**config.mk**
```make
export PLATFORM = sky130hd
export DESIGN_NAME = cmsdk_ahb_to_fpga_sram
export DESIGN_NICKNAME = d
export VERILOG_FILES = /design/src/rtl/cmsdk_ahb_sram_pkg.sv /design/src/rtl/cmsdk_ahb_sram_wbuf.sv /design/src/rtl/cmsdk_ahb_to_fpga_sram.sv
export SDC_FILE = /design/constraint.sdc
export NUM_CORES = 1
export LEC_CHECK = 0
export ABC_AREA = 1
export CAP_MARGIN = 20
export CORE_MARGIN = 8
export CORE_UTILIZATION = 40
export DETAILED_ROUTE_END_ITERATION = 16
export PLACE_DENSITY = 0.78
export SYNTH_ARGS = -nofsm -noshare
export SYNTH_HDL_FRONTEND = slang
export SYNTH_HIERARCHICAL = 1
export SYNTH_SLANG_ARGS = --single-unit
```
**constraint.sdc**
```tcl
create_clock -name HCLK -period 3.25 [get_ports HCLK]
set_clock_uncertainty 0.2 [all_clocks]
set_input_delay 0.975 -clock HCLK [delete_from_list [all_inputs] [get_ports HCLK]]
set_output_delay 0.975 -clock HCLK [all_outputs]
set_load 0.05 [all_outputs]
```
**src/rtl/cmsdk_ahb_sram_pkg.sv**
```systemverilog
// cmsdk_ahb_sram_pkg: shared AHB encodings, byte-lane mask helper and error-FSM states
//   Used by cmsdk_ahb_to_fpga_sram and cmsdk_ahb_sram_wbuf.
package cmsdk_ahb_sram_pkg;

    localparam logic [1:0] HTRANS_IDLE   = 2'b00;
    localparam logic [1:0] HTRANS_BUSY   = 2'b01;
    localparam logic [1:0] HTRANS_NONSEQ = 2'b10;
    localparam logic [1:0] HTRANS_SEQ    = 2'b11;

    localparam logic [2:0] HSIZE_BYTE = 3'd0;
    localparam logic [2:0] HSIZE_HALF = 3'd1;
    localparam logic [2:0] HSIZE_WORD = 3'd2;

    typedef enum logic [1:0] {
        ST_OKAY,
        ST_ERR1,
        ST_ERR2
    } err_state_e;

    // Byte lanes touched by a transfer; anything word-sized or larger covers the whole word.
    function automatic logic [3:0] byte_mask(input logic [2:0] size, input logic [1:0] a);
        return size == HSIZE_BYTE ? 4'b0001 << a :
               size == HSIZE_HALF ? (a[1] ? 4'b1100 : 4'b0011) : 4'b1111;
    endfunction

    function automatic logic misaligned(input logic [2:0] size, input logic [1:0] a);
        return (size == HSIZE_HALF && a[0]) || (size == HSIZE_WORD && a != 2'b00) || size > HSIZE_WORD;
    endfunction

endpackage

```
**src/rtl/cmsdk_ahb_sram_wbuf.sv**
```systemverilog
// cmsdk_ahb_sram_wbuf: one-entry posted write buffer with commit control and read-data merge
//   clk_i, rst_n_i      : clock, async active-low reset
//   wr_accept_i         : write address phase accepted this cycle (loads the buffer)
//   rd_accept_i         : read address phase accepted this cycle (defers any commit)
//   wr_addr_i/wr_mask_i : word address and byte lanes of the accepted write
//   hwdata_i            : AHB write data (valid in the write data phase)
//   rd_addr_i           : registered word address of the read in data phase
//   sram_rdata_i        : SRAM read data
//   commit_o            : buffer is being written to the SRAM this cycle
//   buf_addr_o/mask_o   : address and byte enables of the buffered write
//   wdata_o             : SRAM write data
//   merged_o            : SRAM read data with buffered bytes substituted
module cmsdk_ahb_sram_wbuf
    import cmsdk_ahb_sram_pkg::*;
#(
    parameter int WW = 14
) (
    input  logic          clk_i,
    input  logic          rst_n_i,
    input  logic          wr_accept_i,
    input  logic          rd_accept_i,
    input  logic [WW-1:0] wr_addr_i,
    input  logic [3:0]    wr_mask_i,
    input  logic [31:0]   hwdata_i,
    input  logic [WW-1:0] rd_addr_i,
    input  logic [31:0]   sram_rdata_i,
    output logic          commit_o,
    output logic [WW-1:0] buf_addr_o,
    output logic [3:0]    buf_mask_o,
    output logic [31:0]   wdata_o,
    output logic [31:0]   merged_o
);

    logic          buf_valid_q, buf_valid_d;
    logic          buf_dphase_q;
    logic [WW-1:0] buf_addr_q, buf_addr_d;
    logic [3:0]    buf_mask_q, buf_mask_d;
    logic [31:0]   buf_data_q, buf_data_d;
    logic          hit;

    always_ff @(posedge clk_i or negedge rst_n_i)
        if (!rst_n_i) begin
            buf_valid_q  <= 1'b0;
            buf_dphase_q <= 1'b0;
            buf_addr_q   <= '0;
            buf_mask_q   <= '0;
            buf_data_q   <= '0;
        end else begin
            buf_valid_q  <= buf_valid_d;
            buf_dphase_q <= wr_accept_i;
            buf_addr_q   <= buf_addr_d;
            buf_mask_q   <= buf_mask_d;
            buf_data_q   <= buf_data_d;
        end

    // A read owns the SRAM port, so the buffered write waits and stays visible to the merge.
    always_comb begin
        commit_o    = buf_valid_q & ~rd_accept_i;
        buf_valid_d = wr_accept_i | (buf_valid_q & ~commit_o);
        buf_addr_d  = wr_accept_i ? wr_addr_i : buf_addr_q;
        buf_mask_d  = wr_accept_i ? wr_mask_i : buf_mask_q;
        buf_data_d  = buf_dphase_q ? hwdata_i : buf_data_q;
        wdata_o     = commit_o & buf_dphase_q ? hwdata_i : buf_data_q;
        hit         = buf_valid_q & (buf_addr_q == rd_addr_i);
        merged_o    = sram_rdata_i;
        for (int i = 0; i < 4; i++)
            merged_o[8*i +: 8] = hit & buf_mask_q[i] ? buf_data_q[8*i +: 8] : sram_rdata_i[8*i +: 8];
    end

    assign buf_addr_o = buf_addr_q;
    assign buf_mask_o = buf_mask_q;

endmodule

```
**src/rtl/cmsdk_ahb_to_fpga_sram.sv**
```systemverilog
// cmsdk_ahb_to_fpga_sram: zero-wait AHB-Lite slave driving a 1-cycle-latency FPGA block-RAM port
//   HCLK, HRESETn          : clock (also the SRAM clock), async active-low reset
//   HSEL, HREADY, HTRANS,
//   HSIZE, HWRITE, HADDR,
//   HWDATA                 : AHB-Lite slave inputs
//   HREADYOUT, HRESP,
//   HRDATA                 : AHB-Lite slave outputs
//   SRAMRDATA              : SRAM read data, one cycle after the address
//   SRAMADDR, SRAMWDATA,
//   SRAMWEN, SRAMCS        : SRAM address, write data, byte write enables, chip select
//   Optional macro AHB_SRAM_ALIGN_CHECK_EN: misaligned transfers get a two-cycle ERROR response.
module cmsdk_ahb_to_fpga_sram
    import cmsdk_ahb_sram_pkg::*;
#(
    parameter int AW = 16
) (
    input  logic          HCLK,
    input  logic          HRESETn,
    input  logic          HSEL,
    input  logic          HREADY,
    input  logic [1:0]    HTRANS,
    input  logic [2:0]    HSIZE,
    input  logic          HWRITE,
    input  logic [AW-1:0] HADDR,
    input  logic [31:0]   HWDATA,
    output logic          HREADYOUT,
    output logic          HRESP,
    output logic [31:0]   HRDATA,
    input  logic [31:0]   SRAMRDATA,
    output logic [AW-3:0] SRAMADDR,
    output logic [31:0]   SRAMWDATA,
    output logic [3:0]    SRAMWEN,
    output logic          SRAMCS
);

    logic          accept, xfer_ok, rd_accept, wr_accept;
    logic          rd_dphase_q;
    logic [AW-3:0] rd_addr_q, rd_addr_d;
    logic          commit;
    logic [AW-3:0] buf_addr;
    logic [3:0]    buf_mask;
    logic [31:0]   merged;

    // Gating with HRESETn keeps the SRAM strobes quiet for the whole reset window.
    assign accept = HRESETn & HSEL & HREADY & (HTRANS == HTRANS_NONSEQ || HTRANS == HTRANS_SEQ);

`ifdef AHB_SRAM_ALIGN_CHECK_EN
    err_state_e err_q, err_d;
    logic       mis;

    always_ff @(posedge HCLK or negedge HRESETn)
        if (!HRESETn) err_q <= ST_OKAY;
        else          err_q <= err_d;

    always_comb begin
        mis     = misaligned(HSIZE, HADDR[1:0]);
        xfer_ok = accept & ~mis;
        err_d   = err_q == ST_ERR1 ? ST_ERR2 : (accept & mis) ? ST_ERR1 : ST_OKAY;
    end

    assign HREADYOUT = err_q != ST_ERR1;
    assign HRESP     = err_q != ST_OKAY;
`else
    assign xfer_ok   = accept;
    assign HREADYOUT = 1'b1;
    assign HRESP     = 1'b0;
`endif

    assign rd_accept = xfer_ok & ~HWRITE;
    assign wr_accept = xfer_ok & HWRITE;
    assign rd_addr_d = rd_accept ? HADDR[AW-1:2] : rd_addr_q;

    always_ff @(posedge HCLK or negedge HRESETn)
        if (!HRESETn) begin
            rd_dphase_q <= 1'b0;
            rd_addr_q   <= '0;
        end else begin
            rd_dphase_q <= rd_accept;
            rd_addr_q   <= rd_addr_d;
        end

    cmsdk_ahb_sram_wbuf #(
        .WW(AW-2)
    ) u_wbuf (
        .clk_i       (HCLK),
        .rst_n_i     (HRESETn),
        .wr_accept_i (wr_accept),
        .rd_accept_i (rd_accept),
        .wr_addr_i   (HADDR[AW-1:2]),
        .wr_mask_i   (byte_mask(HSIZE, HADDR[1:0])),
        .hwdata_i    (HWDATA),
        .rd_addr_i   (rd_addr_q),
        .sram_rdata_i(SRAMRDATA),
        .commit_o    (commit),
        .buf_addr_o  (buf_addr),
        .buf_mask_o  (buf_mask),
        .wdata_o     (SRAMWDATA),
        .merged_o    (merged)
    );

    assign SRAMADDR = rd_accept ? HADDR[AW-1:2] : buf_addr;
    assign SRAMCS   = rd_accept | commit;
    assign SRAMWEN  = commit ? buf_mask : 4'b0000;
    assign HRDATA   = rd_dphase_q ? merged : 32'h0;

endmodule

```
# Yosys cells after proc, flatten, opt, wreduce, memory -nomap -nowiden
# Index checks and enable logic that the tools add are counted.
# Widths: inputs -> output; s select.
[classes]
eq_ne = 4
n_shift = 1
muxes = 11
bitwise = 18
reduce_logical = 2
[ops]
columns = ["operator", "count"]
rows = [
  ["$mux 32", 2],
  ["$mux 8", 4],
  ["$mux 4", 4],
  ["$eq 14x14->1", 1],
  ["$mux 14", 1],
  ["$and 1x1->1", 13],
  ["$eq 2x2->1 const B", 2],
  ["$shl 1x2->4 const A", 1],
  ["$eq 3x1->1 const B", 1],
  ["$logic_not 3->1", 1],
  ["$not 1->1", 3],
  ["$or 1x1->1", 2],
  ["$logic_or 1x1->1", 1],
]
[word_totals]
reg_bits = 67
inputBits = 90
out_inout_bits = 85
word_cells = 43

# Longest topological paths before layout
[logic_depth]
depth_word = 9
depth_mapped = 11

# Cells and area by module
# The synthesis kept the hierarchy.
[modules_own_cells]
columns = ["module", "instances", "cells_per_inst", "area_per_inst_um2"]
rows = [
  ["cmsdk_ahb_sram_wbuf", 1, 447, 3224.3],
  ["cmsdk_ahb_to_fpga_sram", 1, 197, 1149.9],
]

# Worst setup path before layout
# OpenSTA, ideal clock, no wires.
[synth_timing]
kind = "input to output"
start = "input HTRANS[1]"
end = "output SRAMWDATA[13]"
t_arrival_ps = 2903
required_ps = 2075
slack_ps = -828
stages = 10
n_path_buf = 2
cell_sequence = "nand2_1 -> nor2_4 -> nand2_4 -> buf_6 -> inv_1 -> nor2_1 -> nand2_1 -> clkbuf_1 -> nor2_1 -> a21oi_1"
[synth_via]
elab_chain_cells = 8
elab_cells_between_ends = 9
[synth_rtl]
columns = ["item", "line_no", "source"]
rows = [
  ["start: declaration", "cmsdk_ahb_to_fpga_sram.sv:21", "input logic [1:0] HTRANS,"],
  ["$eq 2x2->1", "cmsdk_ahb_to_fpga_sram.sv:45", "assign accept = HRESETn & HSEL & HREADY & (HTRANS == HTRANS_NONSEQ || HTRANS == HTRANS_SEQ);"],
  ["$logic_or 1x1->1 (*)", "cmsdk_ahb_to_fpga_sram.sv:45", ""],
  ["$and 1x1->1 (*)", "cmsdk_ahb_to_fpga_sram.sv:45", ""],
  ["$and 1x1->1 (*)", "cmsdk_ahb_to_fpga_sram.sv:69", "assign rd_accept = xfer_ok & ~HWRITE;"],
  ["named net rd_accept", "cmsdk_ahb_to_fpga_sram.sv:36", "logic accept, xfer_ok, rd_accept, wr_accept;"],
  ["$not 1->1 (*)", "cmsdk_ahb_sram_wbuf.sv:58", "commit_o = buf_valid_q & ~rd_accept_i;"],
  ["$and 1x1->1 (*)", "cmsdk_ahb_sram_wbuf.sv:58", ""],
  ["named net commit", "cmsdk_ahb_to_fpga_sram.sv:39", "logic commit;"],
  ["$and 1x1->1 (*)", "cmsdk_ahb_sram_wbuf.sv:63", "wdata_o = commit_o & buf_dphase_q ? hwdata_i : buf_data_q;"],
  ["$mux 32 (*)", "cmsdk_ahb_sram_wbuf.sv:63", ""],
  ["end: declaration", "cmsdk_ahb_to_fpga_sram.sv:31", "output logic [31:0] SRAMWDATA,"],
]
# Mark *: on every way through the listed nets, which the timed path passes. The rest lies on a longest branch.

# Final worst setup path
[layout_timing]
start = "input HRESETn"
end = "output SRAMWDATA[18]"
[layout_via]
elab_chain_cells = 8
[layout_rtl]
columns = ["item", "line_no", "source"]
rows = [
  ["start: declaration", "cmsdk_ahb_to_fpga_sram.sv:18", "input logic HRESETn,"],
  ["$and 1x1->1 (3 in a row)", "cmsdk_ahb_to_fpga_sram.sv:45", ""],
  ["$and 1x1->1", "cmsdk_ahb_to_fpga_sram.sv:69", ""],
  ["named net rd_accept", "cmsdk_ahb_to_fpga_sram.sv:36", ""],
  ["$not 1->1", "cmsdk_ahb_sram_wbuf.sv:58", ""],
  ["$and 1x1->1", "cmsdk_ahb_sram_wbuf.sv:58", ""],
  ["named net commit", "cmsdk_ahb_to_fpga_sram.sv:39", ""],
  ["$and 1x1->1", "cmsdk_ahb_sram_wbuf.sv:63", ""],
  ["$mux 32", "cmsdk_ahb_sram_wbuf.sv:63", ""],
]
# The timed path passes the listed nets, and every way through them passes these cells.

==> reports/results.ini <==
[synth]
synth.yosys.seq_area_share=0.383
synth-xor-area-share=0.00200
synth_top_area_cell=dfrtp_1
synth-compound-area-share=0.0898
async_flop_share=1.00
syn-cell-area_um2=4370
ys_ff_latch=67
synth-simple-area-share=0.359
ys.flop_type=dfrtp_1
synth_top_family_by_area=simple AND/OR/NAND/NOR gates
yosysWarnings=6
synthAdderAreaFrac=0
synth_top_area_frac=0.383
muxShareOfSynthArea=0.0154
syn_nets=734
yosysUniqueCellTypes=29
avgSynthCellArea_um2=6.79
synthTopCellsByArea=dfrtp_1 38%, nand2_1 21%, inv_1 8.5%, o21ai_0 5.0%, nand4_1 4.6%
synthCells=644
synth_edf_count=0

[layout]
final_cells=1011
register_area_um2=1680
stdcell_area_um2=8370
syn2layout_area_growth_pct=91.4
diodes=0
multiInputGateArea_um2=2650
n_fill_cell=688
mostFrequentLayoutCells=215 x nand2_1, 83 x clkdlybuf4s50_1, 73 x buf_12
layout_commonest_cell=nand2_1
final_nets=956
drive_gt1_frac=0.388

[timing]
grt_setup_unrepaired=yes
finalCriticalPeriod_ns=3.42
final-setup-viol-count=46
layout_setup_ws_ns=-0.166
clock.fmax_mhz=293
slew_headroom=0.405
fin_crit_sh=1.05
hold_viol=0
worstMarginPinSlew_ns=0.892
slew_viol_final=0
final.setup.tns_ns=-3.48

[worst_setup_path]
worstSetupEndpointType=primary output
critPathCapture=SRAMWDATA[18]
worstPathRequired_ns=2.07
path_class=in2out
r2r-start=u_wbuf/buf_dphase_q
start_kind=input port
worst-path-max-fanout=7
crit_arrival_ns=2.24
startpoint=HRESETn
reg2reg_slack_ns=1.70
reg2reg_to=u_wbuf/buf_data_q[19]
reg2reg_depth=3

[clock_network]
clk_pin_slew_worst_paths_ns=0.07
numCtsBuffers=9
cts.path.max_buffers=2
h-tree-depth=3
cts-root-buf=clkbuf_8
tritoncts=done
clk_latency_ns=0.33
cts.sinks=67

[die]
start_util=0.407
io-pin-count=175
die_h_um=121
dieArea_um2=14500
die_w_um=121
rows=38
fp.coreArea_um2=10700

[run]
cap_viol_max_count=0

[hold_path]
holdCritPathClass=reg2reg
hold_path_depth=2

[route]
wl_per_cell_um=18.0
drtAntennaViolNets=0
vias_per_cell=5.15
wl_um=18200
drcViolationCount=0
vias=5209
detail_route.iter0.violations=288
drt-pass1-iter-count=7

[run_status]
violations=setup timing
status=finished, violations left

[global_route]
overflow=0
grt_pass1_vias=5245
grt_pass1_wl_um=26600
grt_max_degree=68
track_usage=0.227
antenna_found_initial=1

[placed_design]
post-place-ws_ns=-0.569
dp_cells=963
hpwl_um=12100
port_buffers=171
placed_area_um2=7400
finalWeightedCongestion=0.823

[pwr]
leakage_nw=4.06
power_density_nw_per_um2=490
ir_drop_uv=362

layer usage:
metal / track usage / vias up / share of wire
li1: - / 2426 / -
met1: 0.267 / 2506 / 0.38
met2: 0.387 / 235 / 0.51
met3: 0.0569 / 40 / 0.078
met4: 0.0960 / 2 / 0.027
met5: 0 / - / 0.00055
logic make-up (layout without fill, tap and decap cells):
logic type | count (synthesis) | in the layout
xor+xnor | 1 | 1
other cells | 2 | 2
buf+inv | 136 | 363
flops | 67 | 67
simple gates | 354 | 354
mux | 6 | 6
compound gates | 78 | 78
stage by stage:
step | hold WS [ns] | total power [W] | util
floorplan | 0.242 | 0.00227 | -
global placement | 0.255 | 0.00302 | 0.689
detailed placement | 0.268 | 0.00308 | 0.689
CTS | 0.286 | 0.00406 | 0.750
global route | 0.327 | 0.00427 | 0.779
finish | 0.285 | 0.00410 | 0.779
cell usage after synthesis, types with 2 or more instances:
master / n
nor2_8: 2
a21oi_1: 32
nor2_2: 5
conb_1: 2
buf_8: 3
nand2_1: 246
nand4_1: 32
o21ai_0: 44
buf_2: 6
clkbuf_1: 13
inv_1: 99
nand2_2: 8
buf_4: 2
buf_6: 8
clkbuf_8: 3
mux2_2: 6
nor2_1: 37
nand3_1: 16
nand3_4: 4
dfrtp_1: 67
power breakdown:
| part | total, W | leakage [nW] | switching, W | internal [W] |
|---|---|---|---|---|
| Combinational | 0.00195 | 3.12 | 0.00110 | 0.000847 |
| Sequential | 0.00120 | 0.811 | 0.000184 | 0.00102 |
| Clock | 0.000955 | 0.133 | 0.000345 | 0.000610 |
cell type report:
class                      count  area share
timing repair buffer         247       0.384
multi-input combinational    441       0.317
sequential                    67       0.200
inverter                     100      0.0451
tap                          140      0.0209
clock buffer                  10      0.0164
clock inverter                 6      0.0163
registers in the layout, indices dropped and copies added (netlist names):
| signal | flops |
|---|---|
| u_wbuf/buf_data_q | 32 |
| rd_addr_q | 14 |
| u_wbuf/buf_addr_o | 14 |
| u_wbuf/buf_mask_o | 4 |
| rd_dphase_q | 1 |
| u_wbuf/buf_dphase_q | 1 |
| u_wbuf/buf_valid_q | 1 |
worst min path at each step:
stage                             start            end  slack, ns
final                     rd_addr_q[13]  rd_addr_q[13]       0.28
after global routing      rd_addr_q[13]  rd_addr_q[13]       0.33
after CTS                 rd_addr_q[13]  rd_addr_q[13]       0.29
after detailed placement  rd_addr_q[13]  rd_addr_q[13]       0.27
after global placement    rd_addr_q[13]  rd_addr_q[13]       0.25
after floorplan           rd_addr_q[13]  rd_addr_q[13]       0.24
what timing repair did:
action,in CTS,in global routing
gates cloned,5,5
setup buffers,15,7
pin swaps,14,49
setup endpoints to repair,80,64
hold buffers,0,0
gates resized for setup,66,69
worst max-delay path: stages:
cell and delay (ns):
buf_8 0.10, nand2_4 0.07, nor2_4 0.04, nand2_4 0.06
inv_4 0.04, nor2_4 0.12, nand2_4 0.11, buf_6 0.15
buf_12 0.14, buf_8 0.12, a21oi_4 0.14, buf_12 0.15
Power figures use the tool's default switching activity.
